### config.mk
export PLATFORM = sky130hd
export DESIGN_NAME = hes_control_unit
export DESIGN_NICKNAME = d
export VERILOG_FILES = /design/src/rtl/hes_pkg.sv /design/src/rtl/hes_round_counter.sv /design/src/rtl/hes_control_unit.sv
export SDC_FILE = /design/constraint.sdc
export NUM_CORES = 1
export LEC_CHECK = 0
export ABC_AREA = 1
export ABC_CLOCK_PERIOD_IN_PS = 2000
export CORE_ASPECT_RATIO = 2
export CORE_MARGIN = 2
export CORE_UTILIZATION = 54
export CTS_BUF_LIST = sky130_fd_sc_hd__clkbuf_16
export CTS_CLUSTER_DIAMETER = 100
export CTS_CLUSTER_SIZE = 12
export DETAILED_ROUTE_END_ITERATION = 8
export GPL_ROUTABILITY_DRIVEN = 0
export GPL_TIMING_DRIVEN = 0
export PLACE_DENSITY = 0.78
export SLEW_MARGIN = 20
export SYNTH_ARGS = -nofsm -noshare
export SYNTH_HDL_FRONTEND = slang
export SYNTH_HIERARCHICAL = 1
export SYNTH_SLANG_ARGS = --single-unit
### constraint.sdc
create_clock -name clock -period 2 [get_ports clock]
set_input_delay 0.3 -clock clock [delete_from_list [all_inputs] [get_ports clock]]
set_output_delay 0.3 -clock clock [all_outputs]
set_load 0.01 [all_outputs]
### src/rtl/hes_pkg.sv
// Shared types and constants for the HES control path.
package hes_pkg;

    typedef enum logic [2:0] {
        StAccept,
        StInit,
        StLoad,
        StRound,
        StFinLoad,
        StFinRound,
        StDone,
        StErr
    } hes_ctrl_state_t;

    localparam logic [31:0] H_INIT        = 32'h3FA1EF23;
    localparam int unsigned N_ROUNDS_DEF  = 8;
    localparam int unsigned LEN_BYTES_DEF = 8;
    localparam int unsigned R_I_W         = 3;

endpackage

### src/rtl/hes_round_counter.sv
// Wrapping index counter with synchronous clear; tc flags the last index.
module hes_round_counter
    import hes_pkg::*;
#(
    parameter int unsigned N_ROUNDS = N_ROUNDS_DEF
) (
    input  logic             clock,
    input  logic             rst,
    input  logic             clr,
    input  logic             en,
    output logic [R_I_W-1:0] idx,
    output logic             tc
);

    localparam logic [R_I_W-1:0] LAST = R_I_W'(N_ROUNDS - 1);

    logic [R_I_W-1:0] idx_q, idx_d;

    assign tc  = (idx_q == LAST);
    assign idx = idx_q;

    always_comb begin
        idx_d = idx_q;
        if (clr) begin
            idx_d = '0;
        end else if (en) begin
            idx_d = tc ? '0 : idx_q + 1'b1;
        end
    end

    always_ff @(posedge clock) begin
        if (rst) begin
            idx_q <= '0;
        end else begin
            idx_q <= idx_d;
        end
    end

endmodule

### src/rtl/hes_control_unit.sv
// Sequences the HES datapath: per-byte load and rounds, then length-padding finalization.
module hes_control_unit
    import hes_pkg::*;
#(
    parameter int unsigned N_ROUNDS  = N_ROUNDS_DEF,
    parameter int unsigned LEN_BYTES = LEN_BYTES_DEF
) (
    input  logic             clock,
    input  logic             rst,
    input  logic [7:0]       in_data,
    input  logic             in_valid,
    input  logic             in_last,
    output logic             in_ready,
    output logic [7:0]       B,
    output logic             start,
    output logic             validate_input,
    output logic             switch_operation,
    output logic             validate_R_h,
    output logic [R_I_W-1:0] R_i,
    input  logic             case_R_c_zero,
    input  logic [31:0]      digest_in,
    output logic [31:0]      digest,
    output logic             digest_valid,
    output logic             err
);

    hes_ctrl_state_t state_q, state_d;
    logic             first_q, first_d;
    logic             last_q, last_d;
    logic [7:0]       byte_q, byte_d;
    logic [63:0]      len_q, len_d;
    logic [31:0]      digest_q, digest_d;
    logic [7:0]       b_q, b_d;
    logic             start_q, start_d;
    logic             vi_q, vi_d;
    logic             so_q, so_d;
    logic             vrh_q, vrh_d;
    logic [R_I_W-1:0] ri_q, ri_d;
    logic             dv_q, dv_d;
    logic             err_q, err_d;

    logic             rnd_clr, rnd_en, rnd_tc, fin_clr, fin_en, fin_tc;
    logic [R_I_W-1:0] rnd_idx, fin_idx, fin_sel;

    hes_round_counter #(.N_ROUNDS(N_ROUNDS)) u_rnd (
        .clock (clock),
        .rst   (rst),
        .clr   (rnd_clr),
        .en    (rnd_en),
        .idx   (rnd_idx),
        .tc    (rnd_tc)
    );

    hes_round_counter #(.N_ROUNDS(LEN_BYTES)) u_fin (
        .clock (clock),
        .rst   (rst),
        .clr   (fin_clr),
        .en    (fin_en),
        .idx   (fin_idx),
        .tc    (fin_tc)
    );

    always_comb begin
        state_d  = state_q;
        first_d  = first_q;
        last_d   = last_q;
        byte_d   = byte_q;
        len_d    = len_q;
        digest_d = digest_q;
        rnd_clr  = 1'b0;
        rnd_en   = 1'b0;
        fin_clr  = 1'b0;
        fin_en   = 1'b0;
        unique case (state_q)
            StAccept: begin
                if (in_valid) begin
                    byte_d  = in_data;
                    last_d  = in_last;
                    state_d = first_q ? StInit : StLoad;
                end
            end
            StInit: begin
                len_d   = '0;
                first_d = 1'b0;
                state_d = StLoad;
            end
            StLoad: begin
                if (!case_R_c_zero) begin
                    state_d = StErr;
                end else begin
                    len_d   = len_q + 64'd1;
                    rnd_clr = 1'b1;
                    state_d = StRound;
                end
            end
            StRound: begin
                rnd_en = 1'b1;
                if (rnd_tc) begin
                    fin_clr = last_q;
                    state_d = last_q ? StFinLoad : StAccept;
                end
            end
            StFinLoad: begin
                rnd_clr = 1'b1;
                state_d = StFinRound;
            end
            StFinRound: begin
                rnd_en = 1'b1;
                if (rnd_tc) begin
                    fin_en  = 1'b1;
                    state_d = fin_tc ? StDone : StFinLoad;
                end
            end
            StDone: begin
                digest_d = digest_in;
                first_d  = 1'b1;
                state_d  = StAccept;
            end
            StErr:   state_d = StErr;
            default: state_d = StAccept;
        endcase
    end

    // Outputs are registered, so decode them from the state being entered and the
    // counter values that state will see.
    assign fin_sel = (state_q == StFinRound) ? fin_idx + 1'b1 : '0;

    always_comb begin
        start_d = (state_d == StInit);
        vi_d    = (state_d inside {StLoad, StFinLoad});
        so_d    = (state_d inside {StFinLoad, StFinRound});
        vrh_d   = (state_d inside {StRound, StFinRound});
        ri_d    = '0;
        if (vrh_d && (state_q inside {StRound, StFinRound})) begin
            ri_d = rnd_idx + 1'b1;
        end
        b_d = 8'h00;
        unique case (state_d)
            StLoad, StRound: b_d = byte_d;
            StFinLoad:       b_d = len_q[{fin_sel, 3'b000} +: 8];
            StFinRound:      b_d = b_q;
            default:         b_d = 8'h00;
        endcase
        dv_d  = (state_q == StDone);
        err_d = (state_d == StErr);
    end

    always_ff @(posedge clock) begin
        if (rst) begin
            state_q  <= StAccept;
            first_q  <= 1'b1;
            last_q   <= 1'b0;
            byte_q   <= 8'h00;
            len_q    <= '0;
            digest_q <= '0;
            b_q      <= 8'h00;
            start_q  <= 1'b0;
            vi_q     <= 1'b0;
            so_q     <= 1'b0;
            vrh_q    <= 1'b0;
            ri_q     <= '0;
            dv_q     <= 1'b0;
            err_q    <= 1'b0;
        end else begin
            state_q  <= state_d;
            first_q  <= first_d;
            last_q   <= last_d;
            byte_q   <= byte_d;
            len_q    <= len_d;
            digest_q <= digest_d;
            b_q      <= b_d;
            start_q  <= start_d;
            vi_q     <= vi_d;
            so_q     <= so_d;
            vrh_q    <= vrh_d;
            ri_q     <= ri_d;
            dv_q     <= dv_d;
            err_q    <= err_d;
        end
    end

    assign in_ready         = (state_q == StAccept);
    // A saturated counter seen in LOAD must not let the byte reach the datapath.
    assign validate_input   = vi_q & (so_q | case_R_c_zero);
    assign switch_operation = so_q;
    assign validate_R_h     = vrh_q;
    assign R_i              = ri_q;
    assign B                = b_q;
    assign start            = start_q;
    assign digest           = digest_q;
    assign digest_valid     = dv_q;
    assign err              = err_q;

endmodule

[Word-level counts from Yosys, hierarchy flattened]
Index checks and enable logic that the tools add are counted.
Cells by class
  $lt $le $gt $ge: 0
  eq/ne operators: 16
  multiply operators: 0
  add/sub/neg operators: 3
  bitwise gates (word level): 3
  reductions and logical operators: 15
  shifts and indexed selects: 1
  div/mod/pow operators: 0
  mux-type cells: 24
Operators with widths (number)
  one-hot mux 64 bit (2 select lines): 1
  adder 64 x 1 -> 64 bit (second input constant): 1
  2-to-1 mux 64 bit: 1
  variable part select 64 x 7 -> 8 bit: 1
  equality test 3 bit (second input constant): 9
  2-to-1 mux 3 bit: 8
  one-hot mux 3 bit (8 select lines): 1
  one-hot mux 8 bit (3 select lines): 1
  2-to-1 mux 8 bit: 2
  equality test 3 x 2 -> 1 bit (second input constant): 4
  nonzero test 2 bit: 6
  OR reduction 2 bit: 5
  adder 3 x 1 -> 3 bit (second input constant): 2
  equality test 3 x 1 -> 1 bit (second input constant): 2
  2-to-1 mux 1 bit: 6
  2-to-1 mux 2 bit: 2
  one-hot mux 1 bit (2 select lines): 2
  AND reduction 2 bit: 2
  logical NOT 3 bit: 1
  inequality test 2 bit (second input constant): 1
  bitwise AND 1 bit: 1
  logical AND 1 bit: 1
  NOT 1 bit: 1
  bitwise OR 1 bit: 1
Word-level totals
  word-level logic and storage cells: 78
  register bits after elaboration: 132
  memory bits (read-only): 0
  memories kept: 0
  memory bits (writable): 0
  output and inout port bits: 50
  latch bits: 0

[Logic depth before layout (Yosys ltp)]
Gate-level depths: netlist (run 1).
  depth after elaboration: 9
  mapped depth: 14

[Modules after synthesis]
Netlist (run 1), hierarchy kept.
Modules (own cells, without submodules)
  hes_control_unit: times used 1, cells an instance 1158, area an instance 7141.8 sq um
  hes_round_counter: times used 2, cells an instance 21, area an instance 153.9 sq um

[Least setup slack after synthesis (run 1)]
OpenSTA, ideal clock, no wires.
  path kind: reg2reg
  from: register u_rnd.idx_q[0], in the netlist u_rnd/idx[0]
  to: register ri_q[0], in the netlist R_i[0]
  cell stages (with the launch flop): 13
  arrival: 1.699 ns
  slack: 0.235 ns
  library setup time: 0.066 ns
  data required time: 1.934 ns
  path buffers: 0
  period minus slack after synthesis: 1.765 ns
  cell sequence: dfxtp_1 ha_1 ha_1 inv_1 nor2_1 nand2_1 nand2_1 nor2_1 nand2_1 nand2_2 nand2_1 nand3_1 nor2_1
On the way
  cells in the longest elaborated chain, start to end: 8
  elaborated cells between the ends (all ways): 11
RTL lines
  start, declared: RTL line hes_round_counter.sv:17  | logic [R_I_W-1:0] idx_q, idx_d;
  start signal, assigned: RTL line hes_round_counter.sv:35  | idx_q <= idx_d;
  equality test 3 bit (*): RTL line hes_round_counter.sv:19  | assign tc = (idx_q == LAST);
  net rnd_tc: RTL line hes_control_unit.sv:42  | logic rnd_clr, rnd_en, rnd_tc, fin_clr, fin_en, fin_tc;
  2-to-1 mux 3 bit, on equally long branches: RTL line hes_control_unit.sv:109, hes_control_unit.sv:98
  one-hot mux 3 bit (8 select lines) (*): RTL line hes_control_unit.sv:74  | unique case (state_q)
  equality test 3 x 2 -> 1 bit or equality test 3 bit (tied branches): RTL line hes_control_unit.sv:132  | vrh_d = (state_d inside {StRound, StFinRound});
  nonzero test 2 bit (*): RTL line hes_control_unit.sv:132
  logical AND 1 bit (*): RTL line hes_control_unit.sv:134  | if (vrh_d && (state_q inside {StRound, StFinRound})) begin
  NOT 1 bit (no line) (*)
  OR reduction 2 bit (no line) (*)
  end signal, assigned: RTL line hes_control_unit.sv:176  | ri_q <= ri_d;
  end, declared: RTL line hes_control_unit.sv:38  | logic [R_I_W-1:0] ri_q, ri_d;
Mark *: on every way through the listed nets, which the timed path passes. The rest lies on a longest branch.
A chain may end at the register's enable or synchronous reset.

[Final worst setup path (run 1)]
  from: register state_q[2]
  to: register b_q[2], in the netlist B[2]
On the way
  cells in the longest elaborated chain, start to end: 5
  elaborated cells between the ends (all ways): 21
RTL lines
  start, declared: RTL line hes_control_unit.sv:27  | hes_ctrl_state_t state_q, state_d;
  start signal, assigned: RTL line hes_control_unit.sv:150  | state_q <= StAccept;
  start signal, assigned: RTL line hes_control_unit.sv:165  | state_q <= state_d;
  branches (longest 5 deep; another with variable part select 64 x 7 -> 8 bit)
  end signal, assigned: RTL line hes_control_unit.sv:156  | b_q <= 8'h00;
  end signal, assigned: RTL line hes_control_unit.sv:171  | b_q <= b_d;
  end, declared: RTL line hes_control_unit.sv:33  | logic [7:0] b_q, b_d;
Parallel ways; which one is timed is not known.

==> reports/metrics.cfg, run 1 <==
[yosys]
synth_warnings = 6
synthFlopType = dfxtp_1
syn_nets = 1252
yosys.area.top_type = dfxtp_1
syn_inst = 1200
synth_area_sq_mm = 0.00745
syn_avg_cell_area_sq_um = 6.21
synth_top_area_share_pct = 35.5
yosysSeqAreaShare_pct = 35.5
synth_commonest_cells = nand2_1 (389), nor2_1 (203), inv_1 (135)
synth_cell_type_count = 40
async_reset_ff_share_pct = 0
synth-edff-count = 0
yosysMostFrequentCell = nand2_1
synth-seq-cells = 132
synth_area_leaders = dfxtp_1 (35%), nand2_1 (20%), nor2_1 (10%), inv_1 (6.8%), nand3_1 (5.2%)

[setup_path]
rr_worst_depth = 13
required_ps = 2330
crit_chain = buf_6 > nand3_4 > inv_2 > nand2_2 > buf_4 > nand2_1 > nand3_1 > nand2_1 > nand2_1 > nand2_1 > nor2_2 > nor2_1 > nor2_1
crit_top_cell = nand2_1
regToRegStartpoint = state_q[2]
regToRegEndpoint = B[2]
start_kind = register
critPathSlowestCell = dfxtp_1
worst-setup-path-type = register to register
arrival_ps = 2370
ff2ff_setup_slack_ps = -40
slowest_delay_ps = 340
crit_buf_inv = 3
crit_family = simple AND/OR/NAND/NOR gates
crit_fanout = 10
crit_cells = 13
worst_setup_path_end_kind = register

[global_routing]
grt_pass1_vias = 8330
grt_antenna_before_repair = 0
gr-usage-all-layers_pct = 37.2
grt_pass1_wl_um = 41800
grt_max_degree = 17
overflow = 0

[min_path]
hold_depth = 3
min-delay-start = in_last
hold_path_end = last_q
hp-class = primary input to register

[clock_network]
clockBufferDepth = 2
clkTransAtPathRegs_ps = 70
cts_hold_buf = 0
clock-sinks = 132
worst_skew_pair.late_latency_ps = 430
htreeDepth = 4
numCtsBuffers = 17
cts_tree = yes
cts_root_buf = clkbuf_16

[detailed_routing]
drc_errors = 0
post_drt_via_cell_ratio = 5.79
wl_um = 27200
first_iter_violations = 763
dr.pass1.iters = 5
vias = 8667
avgRoutedWirePerCell_um = 18.2
drtAntennaViolNets = 0

[finish]
fillCellCount = 1100
diodes = 0
syn_to_final_growth_pct = 29.9
stdcell_count = 1498
drive_gt1_share_pct = 11.7
fin_nets = 1382

[timing]
maxSlewViolCount = 0
min_period_ps = 2040
worst_pin_slew_ps = 573
worst_hold_slack_ps = 433
timing.fmax_mhz = 490
finalSetupViolCount = 1
relSlewSlack_pct = 61.6
layout_setup_ws_ps = -39.9
skew_ps = 8.98
period_share_pct = 102
hold_violations = 0
final.setup.tns_ps = -39.9

[status]
outcome = finished, violations left
violations = negative setup slack

[place]
io_buffers = 94
dp_hpwl_um = 19400
dp.cells = 1449

[power_and_ir_drop]
power_density_mw_per_mm2 = 913
peakVddDrop_mv = 0.774
leakage_nw = 3.97

[floorplan]
die_h_um = 170
rows = 60
start_util_pct = 55.4
coreArea_sq_mm = 0.0134
io_pins = 95
die_w_um = 87.1
die_area_sq_mm = 0.0148

[flow_run]
maxCapViolCount = 0

## how the worst max path moves through the flow
stage	start	endpoint	slack (ps)
final	state_q[2]	B[2]	-40
after global routing	state_q[2]	B[2]	-110
after CTS	len_q[1]	len_q[32]	-5
after detailed placement	u_rnd/idx[0]	R_i[1]	-370
after global placement	u_rnd/idx[0]	R_i[1]	-350
after floorplan	u_rnd/idx[0]	R_i[0]	230
## routing by layer
layer	routed length, um	share of wire [%]	up-vias	GRT usage (%)
met1	8760	32	3892	35.4
met4	2550	9.4	0	28.5
met3	2270	8.3	165	10.6
li1	-	-	4091	-
met2	13600	50	519	65.0
met5	0	0	-	0
## metrics by stage
step | setup slack [ps] | util (%) | power [mW] | area [sq um]
floorplan | 235 | - | 4.35 | 7450
global placement | -346 | 63.9 | 5.09 | 8580
detailed placement | -368 | 63.9 | 5.13 | 8580
CTS | -5.07 | 69.4 | 8.36 | 9320
global route | -115 | 72.0 | 9.17 | 9680
finish | -39.9 | 72.0 | 8.84 | 9680
## repair_timing
| action | in CTS | in global routing |
|---|---|---|
| resized for setup | 27 | 74 |
| pin swaps | 6 | 11 |
| cloned | 0 | 1 |
| endpoints found under the setup margin | 38 | 66 |
| buffers inserted | 7 | 11 |
## cells by family after synthesis
kind of cell,after synthesis,share of synthesized area (%)
AND/OR/NAND/NOR,745,42.5
XOR/XNOR,1,0.118
buffers and inverters,178,9.34
AO/OA/AOI/OAI,137,11.4
adder cells (fa/ha/maj),7,1.18
flip-flops,132,35.5
## final cells by class
class | instances | area, sq um | share of cell area, %
well taps | 155 | 194 | 2.00
clock inverters | 15 | 161 | 1.67
flip-flops and latches | 132 | 2660 | 27.5
inverters | 145 | 549 | 5.67
plain buffers | 31 | 169 | 1.75
clock buffers | 17 | 425 | 4.40
repair buffers | 113 | 1120 | 11.6
multi-input cells | 890 | 4400 | 45.4
## tightest hold or removal path: cells and delay by family
kind	cells	cell delay, ps
buffers and inverters	1	400
and+or+nand+nor	1	60
AOI/OAI and AO/OA	1	50
## power by group
part	leakage, nW	internal (mW)	switching (mW)
clock	0.287	1.77	1.46
sequential	1.07	2.85	0.158
combinational	2.61	0.997	1.61
## state kept, by name, summed over array words and instances, names as in the netlist
register,cells
B,8
R_i,3
byte_q,8
digest,32
digest_valid,1
err,1
first_q,1
last_q,1
len_q,64
start,1
state_q,3
switch_operation,1
u_fin/idx,3
u_rnd/idx,3
validate_R_h,1
vi_q,1
## cell usage in the layout, fill, tap and decap left out, types with 4 or more instances in the layout
cell type and count:
nor2_1 176, nor3_4 4, o21ai_0 26, inv_8 6, inv_1 134, clkinv_4 4
dfxtp_1 125, o21bai_1 6, dfxtp_2 4, nand3_4 4, clkdlybuf4s50_1 93, nand2_4 4
buf_4 19, nand2_2 11, o21a_1 5, nand3_1 73, clkbuf_16 18, inv_2 8
clkbuf_1 10, nor3_2 5, a21oi_1 49, nor2_4 15, buf_2 6, nand4_1 30
nand2_1 380, nor2_2 20, o21ai_1 13, buf_1 5, nor3_1 10, a22o_1 32
ha_1 5
No activity file was read; power rests on OpenSTA's default activity.
==> run 2, diff against run 1 <==
--- a/config.mk
+++ b/config.mk
@@ -17,6 +17,7 @@
 export GPL_ROUTABILITY_DRIVEN = 0
 export GPL_TIMING_DRIVEN = 0
 export PLACE_DENSITY = 0.78
+export RECOVER_POWER = 100
 export SLEW_MARGIN = 20
 export SYNTH_ARGS = -nofsm -noshare
 export SYNTH_HDL_FRONTEND = slang
==> results of run 2 <==
No change in the layout: final DEF, timing and power equal those of run 1.
==> edit 1, RTL diff (settings of run 2) <==
Take the reset off `b_q` and load it in a clocked block of its own.
--- a/src/rtl/hes_control_unit.sv
+++ b/src/rtl/hes_control_unit.sv
@@ -155,3 +155,2 @@
             digest_q <= '0;
-            b_q      <= 8'h00;
             start_q  <= 1'b0;
@@ -170,3 +169,2 @@
             digest_q <= digest_d;
-            b_q      <= b_d;
             start_q  <= start_d;
@@ -179,2 +177,6 @@
         end
+    end
+
+    always_ff @(posedge clock) begin
+        b_q <= b_d;
     end
Function: changed (a bounded check fails within 4 cycles, from zero or initial values and one cycle with rst high).
==> edit 1 against run 2 <==
  * Core utilization is 1.6 points lower
  * Sequential power increased by 1%
  * Highest routed layer unchanged
  * Critical path depth fell by 3
  * Sequential share of layout area is 3.9 points higher
  * Clock skew fell by 0.0025 ns
  * Die area down 8.6%
  * Critical path type unchanged
  * Total power fell by 8.8%
  * Cell area down 9.7%
  * Sequential cell count stayed put
  * Critical endpoint is now B[2]
  * Setup slack improved by 0.088 ns
  * Synthesized area is 8.9% lower
  * Routed wire length decreased by 21%
==> edit 1: results (changes against run 2) <==
Leakage - 3.54 nW (was 3.97 nW)
Post-synth top cells - nand2_1, nor2_1, dfxtp_1, inv_1, o21ai_0 (was nand2_1, nor2_1, inv_1, dfxtp_1, nand3_1)
layout cells sized above 1 - 11.8% (was 11.7%)
clk tree area frac - 6.49% (was 6.06%)
Hold Path Depth - 2 (was 3)
final wirelength - 21600 microns (was 27200 microns)
sequential cells - 132 (unchanged)
Synth Area in Compound Gates - 14.1% (was 11.4%)
sequential cell area share - 31.3% (was 27.5%)
Synth Net Count - 1016 (was 1252)
Avg Cell Area, Syn - 7.04 sq um (was 6.21 sq um)
r2r worst-path depth - 10 (was 13)
Routed WL per cell - 17.3 microns (was 18.2 microns)
Pre-antenna DRT Iters - 6 (was 5)
Sw Share - 34.5% (was 36.5%)
IR drop worst, VDD - 0.00110 V (was 0.000774 V)
post-DP HPWL - 15600 microns (was 19400 microns)
clk_skew - 0.00651 ns (was 0.00898 ns)
mux share of post-synthesis cell area - 1.18% (was 0%)
status - completed (was complete, but fails checks)
Adder-Cell Fraction of Synth Area - 1.29% (was 1.18%)
first-pass GRT wire length - 33800 microns (was 41800 microns)
Post-Place Cell Area - 7920 sq um (was 8580 sq um)
number of synthesized flops with an enable pin - 8 (was 0)
top cells by area, synth - dfxtp_1, nand2_1, nor2_1 (unchanged)
number of fill cells - 1000 (was 1100)
[edit 1: cell count changes in the layout (fill, tap and decap cells not counted), sizes merged, moves of 14 or more]
cell,change
buf,-14
inv,-23
nand2,-160
nand3,-29
nor2,-54
o21ai,+18
[edit 1: final timing paths]
kind         endpoint  slack, ns
max reg2reg      B[2]       0.05
min reg2reg    R_i[0]       0.45
min          len_q[0]       0.41
max              B[2]       0.05
[edit 1: per-layer routing]
metal  up-vias  GRT usage [%]  wire, microns
li1       3417              -              -
met1      3309           37.6           8230
met2       345           52.2          10600
met3       108           5.47           1460
met4         0           18.3           1250
met5         -              0              0
[edit 1: worst max-delay path, cell delays in order (launching register included)]
cell and delay [ns]:
dfxtp_1 0.50, inv_4 0.10, nor2_4 0.16, nand2_2 0.11, buf_4 0.20, a21oi_1 0.11, o21ai_1 0.10, o21ai_2 0.13
nand2_1 0.09, nand3_1 0.09, o21ai_0 0.09
==> edit 2, RTL diff (settings of run 2) <==
Made on the original files. `R_I_W`: 3 -> 6.
--- a/src/rtl/hes_pkg.sv
+++ b/src/rtl/hes_pkg.sv
@@ -17,3 +17,3 @@
     localparam int unsigned LEN_BYTES_DEF = 8;
-    localparam int unsigned R_I_W         = 3;
+    localparam int unsigned R_I_W         = 6;
 
Interface: changed (resized R_i); port bits go from 95 to 98. The function was not compared with the original's and may differ.
==> edit 2 against run 2 <==
  * The run still ends with setup timing left
  * Synthesized area is 2.9% higher
  * Setup slack lost 0.022 ns
  * Sequential share of layout area increased by 1.4 points
  * Total power increased by 3.9%
  * Largest power group is now sequential cells
  * Routed wire length shrank 11%
  * Non-clock buffer count fell by 6
  * Core utilization down 1.1 points
  * Cell area rose by 1.8%
  * Sequential cell count grew 9
  * Critical endpoint is now u_rnd/idx[4]
==> edit 2: results (changes against run 2) <==
CTS Buf Count - 17 (unchanged)
slew margin rel. - 62.9% (was 61.6%)
CP startpoint - state_q[2] (unchanged)
Post-synth top cells - nand2_1, nor2_1, inv_1, dfxtp_1, nand3_1 (unchanged)
Clock Root Buffer - clkbuf_16 (unchanged)
unique cell type count in the Yosys netlist - 38 (was 40)
global-route total usage across every layer - 32.1% (was 37.2%)
Arr. time, crit path - 2.39 ns (was 2.37 ns)
Final TNS setup - -0.0622 ns (was -0.0399 ns)
failing checks - setup timing (unchanged)
Leakage - 4.28 nW (was 3.97 nW)
DR iter-0 viols - 537 (was 763)
Hold Crit Class - input port to flip-flop (unchanged)
Sw Pwr - 3.23 mW (was 3.22 mW)
crit path max fanout - 10 (unchanged)
Port Buffer Count - 97 (was 94)
setup ws final - -0.0622 ns (was -0.0399 ns)
min-delay src - digest_in[18] (was in_last)
multi-input logic area - 4310 sq um (was 4400 sq um)
Synth Net Count - 1266 (was 1252)
clk_skew - 0.00943 ns (was 0.00898 ns)
Top FF cell, synth - dfxtp_1 (unchanged)
final wirelength - 24200 microns (was 27200 microns)
post-DR vias/cell - 5.40 (was 5.79)
maximum number of pins on one net before global-route repair - 17 (unchanged)
most flop-heavy register - len_q (unchanged)
first-pass GRT wire length - 38000 microns (was 41800 microns)
ys async rst share - 0% (unchanged)
IR drop worst, VDD - 0.000829 V (was 0.000774 V)
antenna violations before repair - 0 (unchanged)
htree depth - 4 (unchanged)
post-synthesis sequential area ratio - 36.8% (was 35.5%)
setup violators final - 1 (unchanged)
number of diodes - 0 (unchanged)
number of fill cells - 1213 (was 1100)
top cells by area, synth - dfxtp_1, nand2_1, nor2_1 (unchanged)
worst skew pair latency - 0.44 ns
number of flip-flops in the largest register - 64 (unchanged)
Nets - 1396 (was 1382)
layout cells sized above 1 - 10.4% (was 11.7%)
CTS clk-pin slew, worst paths - 0.06 ns
vias in the first global route - 8111 (was 8330)
post-DP HPWL - 18300 microns (was 19400 microns)
Pre-antenna DRT Iters - 6 (was 5)
status - complete, but fails checks (unchanged)
Post-Place Cell Area - 8890 sq um (was 8580 sq um)
Yosys warning total - 6 (unchanged)
Clock Path Buffers - 2 (unchanged)
## edit 2: cells by family (layout without fill, tap and decap cells)
kind of cell / after synthesis / after routing / synth area share (%)
AOI/OAI and AO/OA: 152 / 152 / 11.8
xor gates and xnor gates: 8 / 8 / 0.914
adders and majority gates: 5 / 5 / 0.816
buffers and inverters: 204 / 346 / 10.4
DFF: 141 / 141 / 36.8
and+or+nand+nor: 706 / 707 / 39.3
## edit 2: layout make-up
type / count / share of cell area, %
Clock inverter: 15 / 1.62
Multi-Input combinational cell: 872 / 43.7
Buffer: 28 / 1.50
Tap cell: 189 / 2.40
Inverter: 176 / 6.73
Sequential cell: 141 / 28.9
Timing Repair Buffer: 110 / 10.8
Clock buffer: 17 / 4.32
## edit 2: worst max-delay path, stage by stage (launching register included)
cell and delay [ns]:
dfxtp_1 0.31, buf_6 0.14, nand2_1 0.08, clkinv_1 0.09
nor2_1 0.22, inv_1 0.11, nor2_2 0.35, inv_1 0.12
nor2_1 0.26, nand2_1 0.15, nand2_1 0.09, nor2_1 0.04
## edit 2: final timing paths
check | to | slack, ns | cells past startpoint
setup / recovery | u_rnd/idx[4] | -0.06 | 11
hold / removal | digest[18] | 0.45 | 2
setup reg to reg | u_rnd/idx[4] | -0.06 | 11
hold reg to reg | last_q | 0.48 | 2
## edit 2: what timing repair did
item                       in CTS  in global routing
setup endpoints to repair      36                 53
gates cloned                    1                  0
pin swaps                       9                  9
buffers inserted                5                  8
gates resized for setup        35                 43
## edit 2: layer usage
layer | wire [microns] | GRT usage [%]
met4 | 2070 | 26.4
met1 | 8210 | 31.2
met3 | 1240 | 5.49
met2 | 12700 | 56.4
met5 | 0 | 0
## edit 2: stage by stage
step                cells  setup slack, ns
global route         1548           -0.102
floorplan            1216           0.0583
detailed placement   1502           -0.398
finish               1548          -0.0622
CTS                  1540          0.00414
global placement     1502           -0.379
## edit 2: power groups by stage
stage	logic [mW]	registers [mW]	clock network [mW]
after floorplan	1.40	3.31	0
final	2.76	3.24	3.19
after global routing	3.01	3.27	3.32
after detailed placement	2.33	3.27	0
after global placement	2.31	3.26	0
after CTS	2.58	3.21	3.21
